[src/rtl/i2s_rx.sv]
// I2S receiver: samples SCLK/LRCLK/Din in the CLK domain, deserialises
// left/right words MSB first, and presents complete stereo pairs through a
// small ram_* register interface (LEFT, RIGHT, STATUS/CTRL).
module i2s_rx #(
  parameter int WIDTH       = 32,
  parameter int SYNC_STAGES = 2
) (
  input  logic        CLK,
  input  logic        RESET,
  input  logic        SCLK,
  input  logic        LRCLK,
  input  logic        Din,
  input  logic [1:0]  ram_address,
  input  logic        ram_read,
  input  logic        ram_write,
  input  logic [31:0] ram_writedata,
  output logic [31:0] ram_readdata,
  output logic        sample_valid
);

  localparam logic [5:0] LP_W = 6'(WIDTH);

  typedef enum logic [1:0] {S_IDLE, S_ARM, S_SHIFT, S_WAIT} state_t;

  // synchronisers and edge detect
  logic [SYNC_STAGES-1:0] r_sclk_sync, r_lr_sync, r_din_sync;
  logic                   r_sclk_d;
  logic                   w_sclk_s, w_lr_s, w_din_s;
  logic                   w_sclk_rise;

  // serial capture state
  state_t      r_state;
  logic        r_chan;
  logic [5:0]  r_cnt;
  logic [30:0] r_shift;
  logic [31:0] r_pend_left;
  logic        r_left_done;
  logic        r_lr_prev;

  // bus-visible registers
  logic [31:0] r_left, r_right, r_rdata;
  logic        r_valid, r_ovr, r_ferr, r_en;

  logic        w_lr_edge, w_in_shift, w_last, w_done, w_ferr, w_commit;
  logic [31:0] w_word_next, w_word;
  logic [31:0] w_status;
  logic        w_unused_wd;

  assign w_sclk_s    = r_sclk_sync[SYNC_STAGES-1];
  assign w_lr_s      = r_lr_sync[SYNC_STAGES-1];
  assign w_din_s     = r_din_sync[SYNC_STAGES-1];
  assign w_sclk_rise = w_sclk_s & ~r_sclk_d;
  assign w_lr_edge   = w_lr_s ^ r_lr_prev;

  // Completed word: newest bit in the LSB, then left-justified for narrow widths
  assign w_word_next = {r_shift, w_din_s};
  assign w_word      = w_word_next << (32 - WIDTH);

  // The final bit of a word lands on the same rise as the next LRCLK edge
  // (one-bit I2S delay), so an edge on the last bit is a normal word end.
  assign w_in_shift = w_sclk_rise && r_en && (r_state == S_SHIFT);
  assign w_last     = (r_cnt + 6'd1) == LP_W;
  assign w_done     = w_in_shift && w_last;
  assign w_ferr     = w_in_shift && !w_last && w_lr_edge;
  assign w_commit   = w_done && r_chan && r_left_done;

  assign w_status    = {27'd0, r_en, 1'b0, r_ferr, r_ovr, r_valid};
  assign w_unused_wd = ^{ram_writedata[31:5], ram_writedata[3], ram_writedata[0]};

  assign ram_readdata = r_rdata;
  assign sample_valid = r_valid;

  // Equal-depth synchronisers keep SCLK, LRCLK and Din aligned
  always_ff @(posedge CLK or negedge RESET) begin
    if (!RESET) begin
      r_sclk_sync <= '0;
      r_lr_sync   <= '0;
      r_din_sync  <= '0;
      r_sclk_d    <= 1'b0;
    end else begin
      r_sclk_sync <= {r_sclk_sync[SYNC_STAGES-2:0], SCLK};
      r_lr_sync   <= {r_lr_sync[SYNC_STAGES-2:0], LRCLK};
      r_din_sync  <= {r_din_sync[SYNC_STAGES-2:0], Din};
      r_sclk_d    <= w_sclk_s;
    end
  end

  // Frame/word capture FSM, advancing only on synchronised SCLK rises
  always_ff @(posedge CLK or negedge RESET) begin
    if (!RESET) begin
      r_state     <= S_IDLE;
      r_chan      <= 1'b0;
      r_cnt       <= 6'd0;
      r_shift     <= '0;
      r_pend_left <= '0;
      r_left_done <= 1'b0;
      r_lr_prev   <= 1'b0;
    end else begin
      if (w_sclk_rise) r_lr_prev <= w_lr_s;
      if (!r_en) begin
        r_state     <= S_IDLE;
        r_cnt       <= 6'd0;
        r_left_done <= 1'b0;
      end else if (w_sclk_rise) begin
        case (r_state)
          S_IDLE, S_WAIT: begin
            if (w_lr_edge) begin
              r_state <= S_ARM;
              r_chan  <= w_lr_s;
            end
          end
          S_ARM: begin
            if (w_lr_edge) begin
              r_chan <= w_lr_s;
            end else begin
              r_shift <= {30'd0, w_din_s};
              r_cnt   <= 6'd1;
              r_state <= S_SHIFT;
            end
          end
          S_SHIFT: begin
            if (w_last) begin
              // A right word either commits with the pending left or is
              // dropped; either way the pending left is consumed.
              if (!r_chan) begin
                r_pend_left <= w_word;
                r_left_done <= 1'b1;
              end else begin
                r_left_done <= 1'b0;
              end
              if (w_lr_edge) begin
                r_state <= S_ARM;
                r_chan  <= w_lr_s;
              end else begin
                r_state <= S_WAIT;
              end
            end else if (w_lr_edge) begin
              // Short frame: drop the partial word and any unpaired left
              r_state     <= S_ARM;
              r_chan      <= w_lr_s;
              r_left_done <= 1'b0;
            end else begin
              r_shift <= w_word_next[30:0];
              r_cnt   <= r_cnt + 6'd1;
            end
          end
          default: r_state <= S_IDLE;
        endcase
      end
    end
  end

  // Pair commit, status flags, control writes and registered reads
  always_ff @(posedge CLK or negedge RESET) begin
    if (!RESET) begin
      r_left  <= '0;
      r_right <= '0;
      r_rdata <= '0;
      r_valid <= 1'b0;
      r_ovr   <= 1'b0;
      r_ferr  <= 1'b0;
      r_en    <= 1'b0;
    end else begin
      // Clears first so that a same-cycle hardware set wins
      if (ram_read && ram_address == 2'd1) r_valid <= 1'b0;
      if (ram_write && ram_address == 2'd2) begin
        r_en <= ram_writedata[4];
        if (ram_writedata[1]) r_ovr  <= 1'b0;
        if (ram_writedata[2]) r_ferr <= 1'b0;
      end
      if (w_ferr) r_ferr <= 1'b1;
      if (w_commit) begin
        r_left  <= r_pend_left;
        r_right <= w_word;
        if (r_valid) r_ovr <= 1'b1;
        r_valid <= 1'b1;
      end
      if (ram_read) begin
        case (ram_address)
          2'd0:    r_rdata <= r_left;
          2'd1:    r_rdata <= r_right;
          2'd2:    r_rdata <= w_status;
          default: r_rdata <= 32'd0;
        endcase
      end
    end
  end

endmodule
[config.mk]
export PLATFORM = sky130hd
export DESIGN_NAME = i2s_rx
export DESIGN_NICKNAME = d
export VERILOG_FILES = /design/src/rtl/i2s_rx.sv
export SDC_FILE = /design/constraint.sdc
export NUM_CORES = 1
export LEC_CHECK = 0
export CAP_MARGIN = 25
export CORE_MARGIN = 8
export CORE_UTILIZATION = 55
export DETAILED_ROUTE_END_ITERATION = 6
export DONT_BUFFER_PORTS = 1
export GPL_ROUTABILITY_DRIVEN = 0
export PLACE_DENSITY = 0.7
export SYNTH_ARGS = -nofsm -noshare
export SYNTH_HDL_FRONTEND = slang
export SYNTH_SLANG_ARGS = --single-unit
[constraint.sdc]
create_clock -name CLK -period 3.3 [get_ports CLK]
set_input_delay 0.165 -clock CLK [delete_from_list [all_inputs] [get_ports CLK]]
set_output_delay 0.165 -clock CLK [all_outputs]
set_load 0.02 [all_outputs]
==> impl_metrics.prom, run 1 <==
# TYPE chip_impl_metric gauge
chip_impl_metric{name="first_iter_violations",unit=""} 312
chip_impl_metric{name="cp.buffers_inverters",unit=""} 1
chip_impl_metric{name="finish.net_count",unit=""} 657
chip_impl_metric{name="clk_latency",unit="ns"} 0.42
chip_impl_metric{name="whs",unit="ns"} -0.563
chip_impl_metric{name="antenna_violations_before_repair",unit=""} 0
chip_impl_info{name="dominantRegCellSynth",value="sky130_fd_sc_hd__dfrtp_1"} 1
chip_impl_info{name="worst_path_dominant_cell_family",value="simple AND/OR/NAND/NOR gates"} 1
chip_impl_info{name="critical_path.slowest_cell",value="sky130_fd_sc_hd__buf_4"} 1
chip_impl_metric{name="ant_nets",unit=""} 0
chip_impl_metric{name="postCtsSetupRepairBufs",unit=""} 0
chip_impl_metric{name="boundary_pins",unit=""} 74
chip_impl_metric{name="die_y",unit="um"} 134
chip_impl_metric{name="hold_buffers",unit=""} 12
chip_impl_metric{name="worst-path-max-fanout",unit=""} 32
chip_impl_metric{name="max_cap_viol_count",unit=""} 0
chip_impl_metric{name="pin_count_of_the_biggest_net_entering_global_routing",unit=""} 182
chip_impl_metric{name="filler_cell_count",unit=""} 1063
chip_impl_metric{name="rr_worst_depth",unit=""} 5
chip_impl_metric{name="setup_violations",unit=""} 0
chip_impl_metric{name="avgViaCountPerCell",unit=""} 5.86
chip_impl_metric{name="syn-instance-count",unit=""} 611
chip_impl_metric{name="crit_path_max_incr_delay",unit="ns"} 0.47
chip_impl_info{name="violations_in_the_final_reports",value="hold timing"} 1
chip_impl_metric{name="async_flop_share",unit=""} 1.00
chip_impl_metric{name="final_cell_area",unit="mm2"} 0.00845
chip_impl_metric{name="antennaDiodeCount",unit=""} 0
chip_impl_metric{name="power.ir.vdd_worst",unit="mV"} 0.372
chip_impl_metric{name="design.die.area",unit="mm2"} 0.0179
chip_impl_metric{name="period_share",unit=""} 0.733
chip_impl_metric{name="synth.yosys.seq_area_share",unit=""} 0.592
chip_impl_info{name="synth_largest_area_cell",value="sky130_fd_sc_hd__dfrtp_1"} 1
chip_impl_metric{name="fp-row-count",unit=""} 43
chip_impl_metric{name="tritoncts.num_buffers",unit=""} 17
chip_impl_metric{name="core_area",unit="mm2"} 0.0137
chip_impl_info{name="synth.area.top_cells",value="sky130_fd_sc_hd__dfrtp_1 59%, sky130_fd_sc_hd__mux2_2 14%, sky130_fd_sc_hd__mux2i_1 4.2%, sky130_fd_sc_hd__nand2_1 3.7%, sky130_fd_sc_hd__o221ai_1 3.5%"} 1
chip_impl_info{name="critical_path.reg2reg.endpoint",value="r_pend_left[15]"} 1
chip_impl_metric{name="portBuffers",unit=""} 0
chip_impl_metric{name="timing.final.hold_violations",unit=""} 181
chip_impl_metric{name="maxClockFrequency",unit="GHz"} 0.414
chip_impl_metric{name="placedInstanceArea",unit="mm2"} 0.00775
chip_impl_metric{name="postSynthNetCount",unit=""} 657
chip_impl_info{name="most_frequent_cell_after_synthesis",value="sky130_fd_sc_hd__dfrtp_1"} 1
chip_impl_metric{name="cts_sinks",unit=""} 181
chip_impl_metric{name="ff_latch_area",unit="mm2"} 0.00453
chip_impl_metric{name="postSynthAreaPerCell",unit="um2"} 12.5
chip_impl_info{name="end_kind",value="flip-flop"} 1
chip_impl_info{name="min_path_type",value="input port to asynchronous set/reset pin"} 1
chip_impl_metric{name="htree_num_levels",unit=""} 4
chip_impl_metric{name="grtUsageTotal",unit=""} 0.174
chip_impl_metric{name="route.detailed.drc",unit=""} 0
chip_impl_info{name="rsz0062_at_grt",value="no"} 1
chip_impl_metric{name="detailed_place_hpwl",unit="um"} 8470
chip_impl_metric{name="synth_warnings",unit=""} 0
chip_impl_metric{name="post_drt_wl_per_cell",unit="um"} 18.2
chip_impl_info{name="crit_path_cell_trace",value="ha_1, nand2_1, nor4_4, buf_4, mux2_2"} 1
chip_impl_metric{name="mappedNetlistArea",unit="mm2"} 0.00765
chip_impl_info{name="cts_tree",value="built"} 1
chip_impl_metric{name="synth_enable_flop_cells",unit=""} 0
chip_impl_metric{name="synthDominantCellAreaShare",unit=""} 0.592
chip_impl_info{name="crit_type",value="flip-flop to flip-flop"} 1
chip_impl_metric{name="multi_input_comb_area",unit="mm2"} 0.00281
chip_impl_metric{name="crit_arrival",unit="ns"} 2.72
chip_impl_metric{name="drive_above_1_share",unit=""} 0.226
chip_impl_metric{name="post_synth_num_cell_types",unit=""} 39
chip_impl_metric{name="power",unit="mW"} 4.27
chip_impl_metric{name="syn2layout_area_growth",unit="%"} 10.4
chip_impl_metric{name="fp.dieW",unit="um"} 134
chip_impl_info{name="status",value="finished, violations left"} 1
chip_impl_metric{name="grt_pass1_wl",unit="um"} 25100
chip_impl_metric{name="grt-ovfl-total",unit=""} 0
chip_impl_metric{name="clock_skew",unit="ns"} 0.00824
chip_impl_metric{name="fin_crit",unit="ns"} 2.42
chip_impl_metric{name="grt_pass1_vias",unit=""} 5054
chip_impl_info{name="start_kind",value="flip-flop"} 1
chip_impl_metric{name="clk_slew_on_worst_s_h_paths",unit="ns"} 0.06
chip_impl_metric{name="cts_repair_resize_count",unit=""} 0
chip_impl_metric{name="layoutNonFillerInstCount",unit=""} 804
chip_impl_metric{name="power.leakage",unit="nW"} 3.89
chip_impl_metric{name="setup_tns_after_final_layout",unit="ns"} 0
chip_impl_metric{name="drv_slew",unit=""} 0
chip_impl_metric{name="slew-limit-headroom",unit=""} 0.562
chip_impl_metric{name="cts_buffer_depth",unit=""} 2
chip_impl_metric{name="yosys_register_bits",unit=""} 181
chip_impl_metric{name="required",unit="ns"} 3.60
chip_impl_info{name="synth.top_cells.by_count",value="181 x sky130_fd_sc_hd__dfrtp_1, 96 x sky130_fd_sc_hd__mux2_2, 76 x sky130_fd_sc_hd__nand2_1"} 1
chip_impl_metric{name="detail_route.wirelength",unit="um"} 14600
chip_impl_metric{name="start_util",unit=""} 0.558
chip_impl_metric{name="regToRegSetupSlack",unit="ns"} 0.88
chip_impl_metric{name="firstDrtPassIters",unit=""} 4
chip_impl_metric{name="dp_cells",unit=""} 760
chip_impl_metric{name="route.vias.total",unit=""} 4710
chip_impl_info{name="cts.root.buffer_cell",value="sky130_fd_sc_hd__clkbuf_16"} 1
chip_impl_metric{name="worst-slew-pin-transition",unit="ns"} 0.656
chip_impl_info{name="reg2reg_from",value="r_cnt[0]"} 1
chip_impl_metric{name="power_per_cell_area",unit="mW/mm2"} 505
metal layers:
| metal | track usage | wire [um] | up-vias |
|---|---|---|---|
| li1 | - | - | 2191 |
| met1 | 0.211 | 6230 | 2384 |
| met2 | 0.290 | 7350 | 109 |
| met3 | 0.0411 | 697 | 26 |
| met4 | 0.0780 | 316 | 0 |
| met5 | 0 | 0 | - |
kinds of logic (layout without fill, tap and decap cells):
family / after synthesis / in the layout / synth area share
AOI/OAI and AO/OA: 98 / 98 / 0.0945
muxes: 131 / 131 / 0.188
DFF: 181 / 181 / 0.592
and+or+nand+nor: 122 / 122 / 0.0739
buffers and inverters: 72 / 85 / 0.0415
adders and majority gates: 5 / 5 / 0.00818
xor gates and xnor gates: 2 / 2 / 0.00229
per-stage QoR:
stage | worst slack [ns] | utilization
2_1_floorplan | 1.28 | -
3_3_place_gp | 0.970 | 0.565
3_5_place_dp | 0.910 | 0.565
4_1_cts | 0.896 | 0.616
5_1_grt | 0.769 | 0.616
6_report | 0.882 | 0.616
how the worst max path moves through the flow:
stage	slack [ns]	start	to	depth (start not counted)
floorplan	1.28	r_state[0]	r_left[0]	7
global placement	0.97	r_cnt[0]	r_pend_left[10]	5
detailed placement	0.91	r_cnt[0]	r_pend_left[15]	5
CTS	0.90	r_cnt[0]	r_pend_left[15]	5
global route	0.77	r_cnt[0]	r_pend_left[30]	5
finish	0.88	r_cnt[0]	r_pend_left[15]	5
power by group:
group	switching [mW]	leakage (nW)	internal [mW]
registers	0.0284	2.50	2.24
logic	0.0706	1.13	0.0538
clock network	0.822	0.262	1.06
registers in the layout, indices dropped and copies added (netlist names), 2 cells and up:
register / flops
r_pend_left: 32
r_din_sync: 2
r_lr_sync: 2
r_right: 32
r_sclk_sync: 2
r_shift: 31
r_state: 2
ram_readdata: 32
r_left: 32
r_cnt: 6
cells in the final DEF, fill, tap and decap left out, types with 4 or more instances in the layout:
cell and n:
sky130_fd_sc_hd__ha_1 5, sky130_fd_sc_hd__o221ai_1 31, sky130_fd_sc_hd__inv_1 34, sky130_fd_sc_hd__dfrtp_1 181
sky130_fd_sc_hd__mux2_2 96, sky130_fd_sc_hd__nand3_1 6, sky130_fd_sc_hd__o22ai_1 29, sky130_fd_sc_hd__o211ai_1 7
sky130_fd_sc_hd__mux2i_1 32, sky130_fd_sc_hd__nor2_1 16, sky130_fd_sc_hd__a21oi_1 10, sky130_fd_sc_hd__buf_4 6
sky130_fd_sc_hd__clkinv_2 4, sky130_fd_sc_hd__nand2_1 76, sky130_fd_sc_hd__clkinvlp_4 4, sky130_fd_sc_hd__o21ai_0 6
sky130_fd_sc_hd__nor3_1 4, sky130_fd_sc_hd__clkbuf_16 17, sky130_fd_sc_hd__dlygate4sd3_1 10
cell type report:
type / instances / share of cell area
timing repair buffer: 19 / 0.0243
multi-input combinational: 358 / 0.332
inverter: 34 / 0.0151
clock buffer: 20 / 0.0529
tap: 180 / 0.0267
clock inverter: 12 / 0.0126
sequential: 181 / 0.536
No activity file was read; power rests on OpenSTA's default activity.
==> run 2, diff against run 1 <==
--- a/config.mk
+++ b/config.mk
@@ -5,13 +5,14 @@
 export SDC_FILE = /design/constraint.sdc
 export NUM_CORES = 1
 export LEC_CHECK = 0
+export ABC_AREA = 1
 export CAP_MARGIN = 25
 export CORE_MARGIN = 8
 export CORE_UTILIZATION = 55
 export DETAILED_ROUTE_END_ITERATION = 6
 export DONT_BUFFER_PORTS = 1
 export GPL_ROUTABILITY_DRIVEN = 0
-export PLACE_DENSITY = 0.7
+export PLACE_DENSITY = 0.73
 export SYNTH_ARGS = -nofsm -noshare
 export SYNTH_HDL_FRONTEND = slang
 export SYNTH_SLANG_ARGS = --single-unit
==> constraint.sdc (replaced) <==
create_clock -name CLK -period 2.12 [get_ports CLK]
set_input_delay 0.106 -clock CLK [delete_from_list [all_inputs] [get_ports CLK]]
set_output_delay 0.106 -clock CLK [all_outputs]
set_load 0.02 [all_outputs]
==> run 2 against run 1 <==
Compared with the run above: the flow still finishes with violations (hold timing); area after synthesis shrank 2.7%; flip-flop and latch count unchanged; synthesized cell count is 37% higher; largest power group unchanged; highest routed layer unchanged.
==> impl_metrics.prom, run 2 <==
# TYPE chip_impl_metric gauge
chip_impl_info{name="status",value="finished, violations left"} 1
chip_impl_info{name="violations_in_the_final_reports",value="hold timing"} 1
chip_impl_info{name="start_kind",value="flip-flop"} 1
chip_impl_metric{name="final_cell_area",unit="mm2"} 0.00840
chip_impl_metric{name="route.vias.total",unit=""} 5693
chip_impl_metric{name="grt_pass1_vias",unit=""} 5602
chip_impl_metric{name="worst-slew-pin-transition",unit="ns"} 0.472
chip_impl_metric{name="max_cap_viol_count",unit=""} 0
chip_impl_metric{name="clock_skew",unit="ns"} 0.00848
chip_impl_metric{name="drv_slew",unit=""} 0
chip_impl_metric{name="syn-instance-count",unit=""} 836
chip_impl_metric{name="power_per_cell_area",unit="mW/mm2"} 874
chip_impl_metric{name="postSynthNetCount",unit=""} 882
chip_impl_metric{name="antennaDiodeCount",unit=""} 0
chip_impl_info{name="synth.top_cells.by_count",value="305 x sky130_fd_sc_hd__nand2_1, 181 x sky130_fd_sc_hd__dfrtp_1, 106 x sky130_fd_sc_hd__nand3_1"} 1
chip_impl_metric{name="detail_route.wirelength",unit="um"} 16400
chip_impl_metric{name="htree_num_levels",unit=""} 4
chip_impl_metric{name="syn2layout_area_growth",unit="%"} 12.8
chip_impl_info{name="worstSetupEndpoint",value="r_right[20]"} 1
chip_impl_info{name="reg2reg_from",value="r_cnt[0]"} 1
chip_impl_metric{name="firstDrtPassIters",unit=""} 4
chip_impl_metric{name="ant_nets",unit=""} 0
chip_impl_metric{name="whs",unit="ns"} -0.623
chip_impl_metric{name="boundary_pins",unit=""} 74
chip_impl_metric{name="grt_pass1_wl",unit="um"} 27400
chip_impl_metric{name="fp-row-count",unit=""} 42
chip_impl_info{name="cts_tree",value="built"} 1
chip_impl_info{name="synth_largest_area_cell",value="sky130_fd_sc_hd__dfrtp_1"} 1
chip_impl_metric{name="avgViaCountPerCell",unit=""} 5.55
chip_impl_metric{name="crit_path_max_incr_delay",unit="ns"} 0.42
chip_impl_info{name="top_signal_layer_used",value="met4"} 1
chip_impl_metric{name="crit_arrival",unit="ns"} 2.31
chip_impl_metric{name="route.detailed.drc",unit=""} 0
chip_impl_metric{name="slew-limit-headroom",unit=""} 0.684
chip_impl_metric{name="met3_wirelength",unit="um"} 890
chip_impl_metric{name="rr_worst_depth",unit=""} 11
chip_impl_info{name="critical_path.slowest_cell",value="sky130_fd_sc_hd__dfrtp_1"} 1
chip_impl_metric{name="core_area",unit="mm2"} 0.0132
chip_impl_metric{name="drive_above_1_share",unit=""} 0.0718
chip_impl_metric{name="start_util",unit=""} 0.562
chip_impl_metric{name="placedInstanceArea",unit="mm2"} 0.00757
chip_impl_info{name="cts.root.buffer_cell",value="sky130_fd_sc_hd__clkbuf_16"} 1
chip_impl_metric{name="fp.dieW",unit="um"} 132
chip_impl_info{name="rsz0062_at_grt",value="no"} 1
chip_impl_metric{name="worst-path-max-fanout",unit=""} 49
chip_impl_info{name="timing.critical_path.mode_cell",value="sky130_fd_sc_hd__nand2_1"} 1
chip_impl_metric{name="required",unit="ns"} 2.45
chip_impl_metric{name="grt-ovfl-total",unit=""} 0
chip_impl_metric{name="die_y",unit="um"} 132
chip_impl_metric{name="power.ir.vdd_worst",unit="mV"} 0.540
chip_impl_metric{name="regToRegSetupSlack",unit="ns"} 0.14
chip_impl_metric{name="detailed_place_hpwl",unit="um"} 9050
chip_impl_info{name="most_frequent_cell_after_synthesis",value="sky130_fd_sc_hd__nand2_1"} 1
chip_impl_metric{name="post_drt_wl_per_cell",unit="um"} 16.0
chip_impl_metric{name="postSynthAreaPerCell",unit="um2"} 8.91
chip_impl_info{name="synth.area.top_cells",value="sky130_fd_sc_hd__dfrtp_1 61%, sky130_fd_sc_hd__nand2_1 15%, sky130_fd_sc_hd__nand3_1 7.1%, sky130_fd_sc_hd__o21ai_0 5.1%, sky130_fd_sc_hd__inv_1 2.6%"} 1
chip_impl_metric{name="synth.yosys.seq_area_share",unit=""} 0.608
chip_impl_metric{name="first_iter_violations",unit=""} 514
chip_impl_metric{name="filler_cell_count",unit=""} 1082
chip_impl_metric{name="hold_buffers",unit=""} 13
chip_impl_metric{name="route.layer.met1.wl",unit="um"} 7100
chip_impl_metric{name="design.die.area",unit="mm2"} 0.0175
chip_impl_info{name="end_kind",value="flip-flop"} 1
chip_impl_metric{name="clk_slew_on_worst_s_h_paths",unit="ns"} 0.06
chip_impl_info{name="most-common-layout-cells",value="305 x sky130_fd_sc_hd__nand2_1, 181 x sky130_fd_sc_hd__dfrtp_1, 106 x sky130_fd_sc_hd__nand3_1"} 1
chip_impl_metric{name="fin_crit",unit="ns"} 1.98
chip_impl_info{name="mostFrequentLayoutCell",value="sky130_fd_sc_hd__nand2_1"} 1
chip_impl_metric{name="post_synth_num_cell_types",unit=""} 29
chip_impl_metric{name="setup_violations",unit=""} 0
chip_impl_info{name="crit_path_start",value="r_cnt[0]"} 1
chip_impl_metric{name="setup_tns_after_final_layout",unit="ns"} 0
chip_impl_metric{name="maxClockFrequency",unit="GHz"} 0.505
chip_impl_metric{name="power.leakage",unit="nW"} 4.05
chip_impl_info{name="crit_type",value="flip-flop to flip-flop"} 1
chip_impl_metric{name="finish.net_count",unit=""} 884
chip_impl_metric{name="cts_buffer_depth",unit=""} 2
chip_impl_metric{name="synthDominantCellAreaShare",unit=""} 0.608
chip_impl_metric{name="period_share",unit=""} 0.935
chip_impl_metric{name="synth_warnings",unit=""} 0
chip_impl_metric{name="synth_enable_flop_cells",unit=""} 0
chip_impl_metric{name="antenna_violations_before_repair",unit=""} 0
chip_impl_metric{name="clk_latency",unit="ns"} 0.43
chip_impl_metric{name="mappedNetlistArea",unit="mm2"} 0.00745
chip_impl_metric{name="tritoncts.num_buffers",unit=""} 17
chip_impl_metric{name="grtUsageTotal",unit=""} 0.191
chip_impl_metric{name="pin_count_of_the_biggest_net_entering_global_routing",unit=""} 182
chip_impl_metric{name="yosys_register_bits",unit=""} 181
chip_impl_info{name="dominantRegCellSynth",value="sky130_fd_sc_hd__dfrtp_1"} 1
chip_impl_metric{name="cts_sinks",unit=""} 181
chip_impl_info{name="crit_path_cell_trace",value="ha_1, nand2_1, inv_1, nand3b_1, nand2_1, nor2_4, nand2_2, inv_2, nand2_4, buf_16, o21ai_0"} 1
chip_impl_metric{name="timing.final.hold_violations",unit=""} 181
chip_impl_metric{name="detailroute.wirelength.met2",unit="um"} 8160
chip_impl_metric{name="async_flop_share",unit=""} 1.00
chip_impl_info{name="min_path_type",value="input port to asynchronous set/reset pin"} 1
chip_impl_metric{name="portBuffers",unit=""} 0
chip_impl_info{name="critical_path.reg2reg.endpoint",value="r_right[20]"} 1
[run 2: changes by cell type in the layout (fill, tap and decap cells not counted), sizes merged, moves of 8 or more]
cell,change
mux2,-99
nand3,+101
nand2,+232
inv,+18
o22ai,-29
o221ai,-31
a21oi,-8
o21ai,+95
mux2i,-32
[run 2: logic make-up (layout without fill, tap and decap cells)]
logic type | count (synthesis) | count (layout) | synth area share
and+or+nand+nor | 442 | 442 | 0.248
xor gates and xnor gates | 1 | 1 | 0.00218
buffers and inverters | 100 | 113 | 0.0581
DFF | 181 | 181 | 0.608
adders and majority gates | 5 | 5 | 0.00840
AOI/OAI and AO/OA | 107 | 107 | 0.0746
[run 2: layout make-up]
cell class	count	area, um2	area share
tap	176	220	0.0262
clock buffer	22	484	0.0576
multi-input combinational	555	2490	0.297
timing repair buffer	30	348	0.0414
sequential	181	4530	0.539
clock inverter	8	124	0.0147
inverter	53	199	0.0237
[run 2: how the worst min path moves through the flow]
| stage | start | to | slack (ns) | cells past startpoint |
|---|---|---|---|---|
| 5_1_grt | RESET | ram_readdata[26] | -0.65 | 0 |
| 3_3_place_gp | RESET | ram_readdata[26] | -0.18 | 0 |
| 6_report | RESET | ram_readdata[26] | -0.62 | 0 |
| 4_1_cts | RESET | ram_readdata[26] | -0.64 | 0 |
| 3_5_place_dp | RESET | ram_readdata[26] | -0.18 | 0 |
| 2_1_floorplan | RESET | r_chan | -0.19 | 0 |
[run 2: power by group]
part | switching [mW] | internal [mW]
clock network | 1.28 | 1.97
registers | 0.0604 | 3.52
logic | 0.345 | 0.175
total | 1.68 | 5.66
[run 2: metrics by stage]
step | total power [mW] | instances | util | hold slack [ns] | worst slack (ns)
floorplan | 3.97 | 836 | - | -0.190 | 0.366
global placement | 4.06 | 977 | 0.571 | -0.183 | 0.208
detailed placement | 4.09 | 977 | 0.571 | -0.185 | 0.121
CTS | 7.34 | 1020 | 0.628 | -0.638 | 0.0672
global route | 7.58 | 1025 | 0.634 | -0.647 | 0.00149
finish | 7.34 | 1025 | 0.634 | -0.623 | 0.138
[run 2: worst max-delay path: cells and delay by family (launching register included)]
kind	cells	cell delay (ns)
AND/OR/NAND/NOR	6	0.62
flip-flops	1	0.42
AO/OA/AOI/OAI	1	0.22
buffers and inverters	3	0.38
adder cells (fa/ha/maj)	1	0.23
[run 2: timing repair]
action                                  4_1_cts  5_1_grt
buffers inserted                              0        3
resized for setup                             0        3
endpoints found under the hold margin       220      181
endpoints found under the setup margin        0       65
[run 2: routing by layer]
layer	global-route usage	up-vias
li1	-	2679
met1	0.238	2835
met2	0.315	157
met3	0.0499	22
met4	0.0694	0
met5	0	-
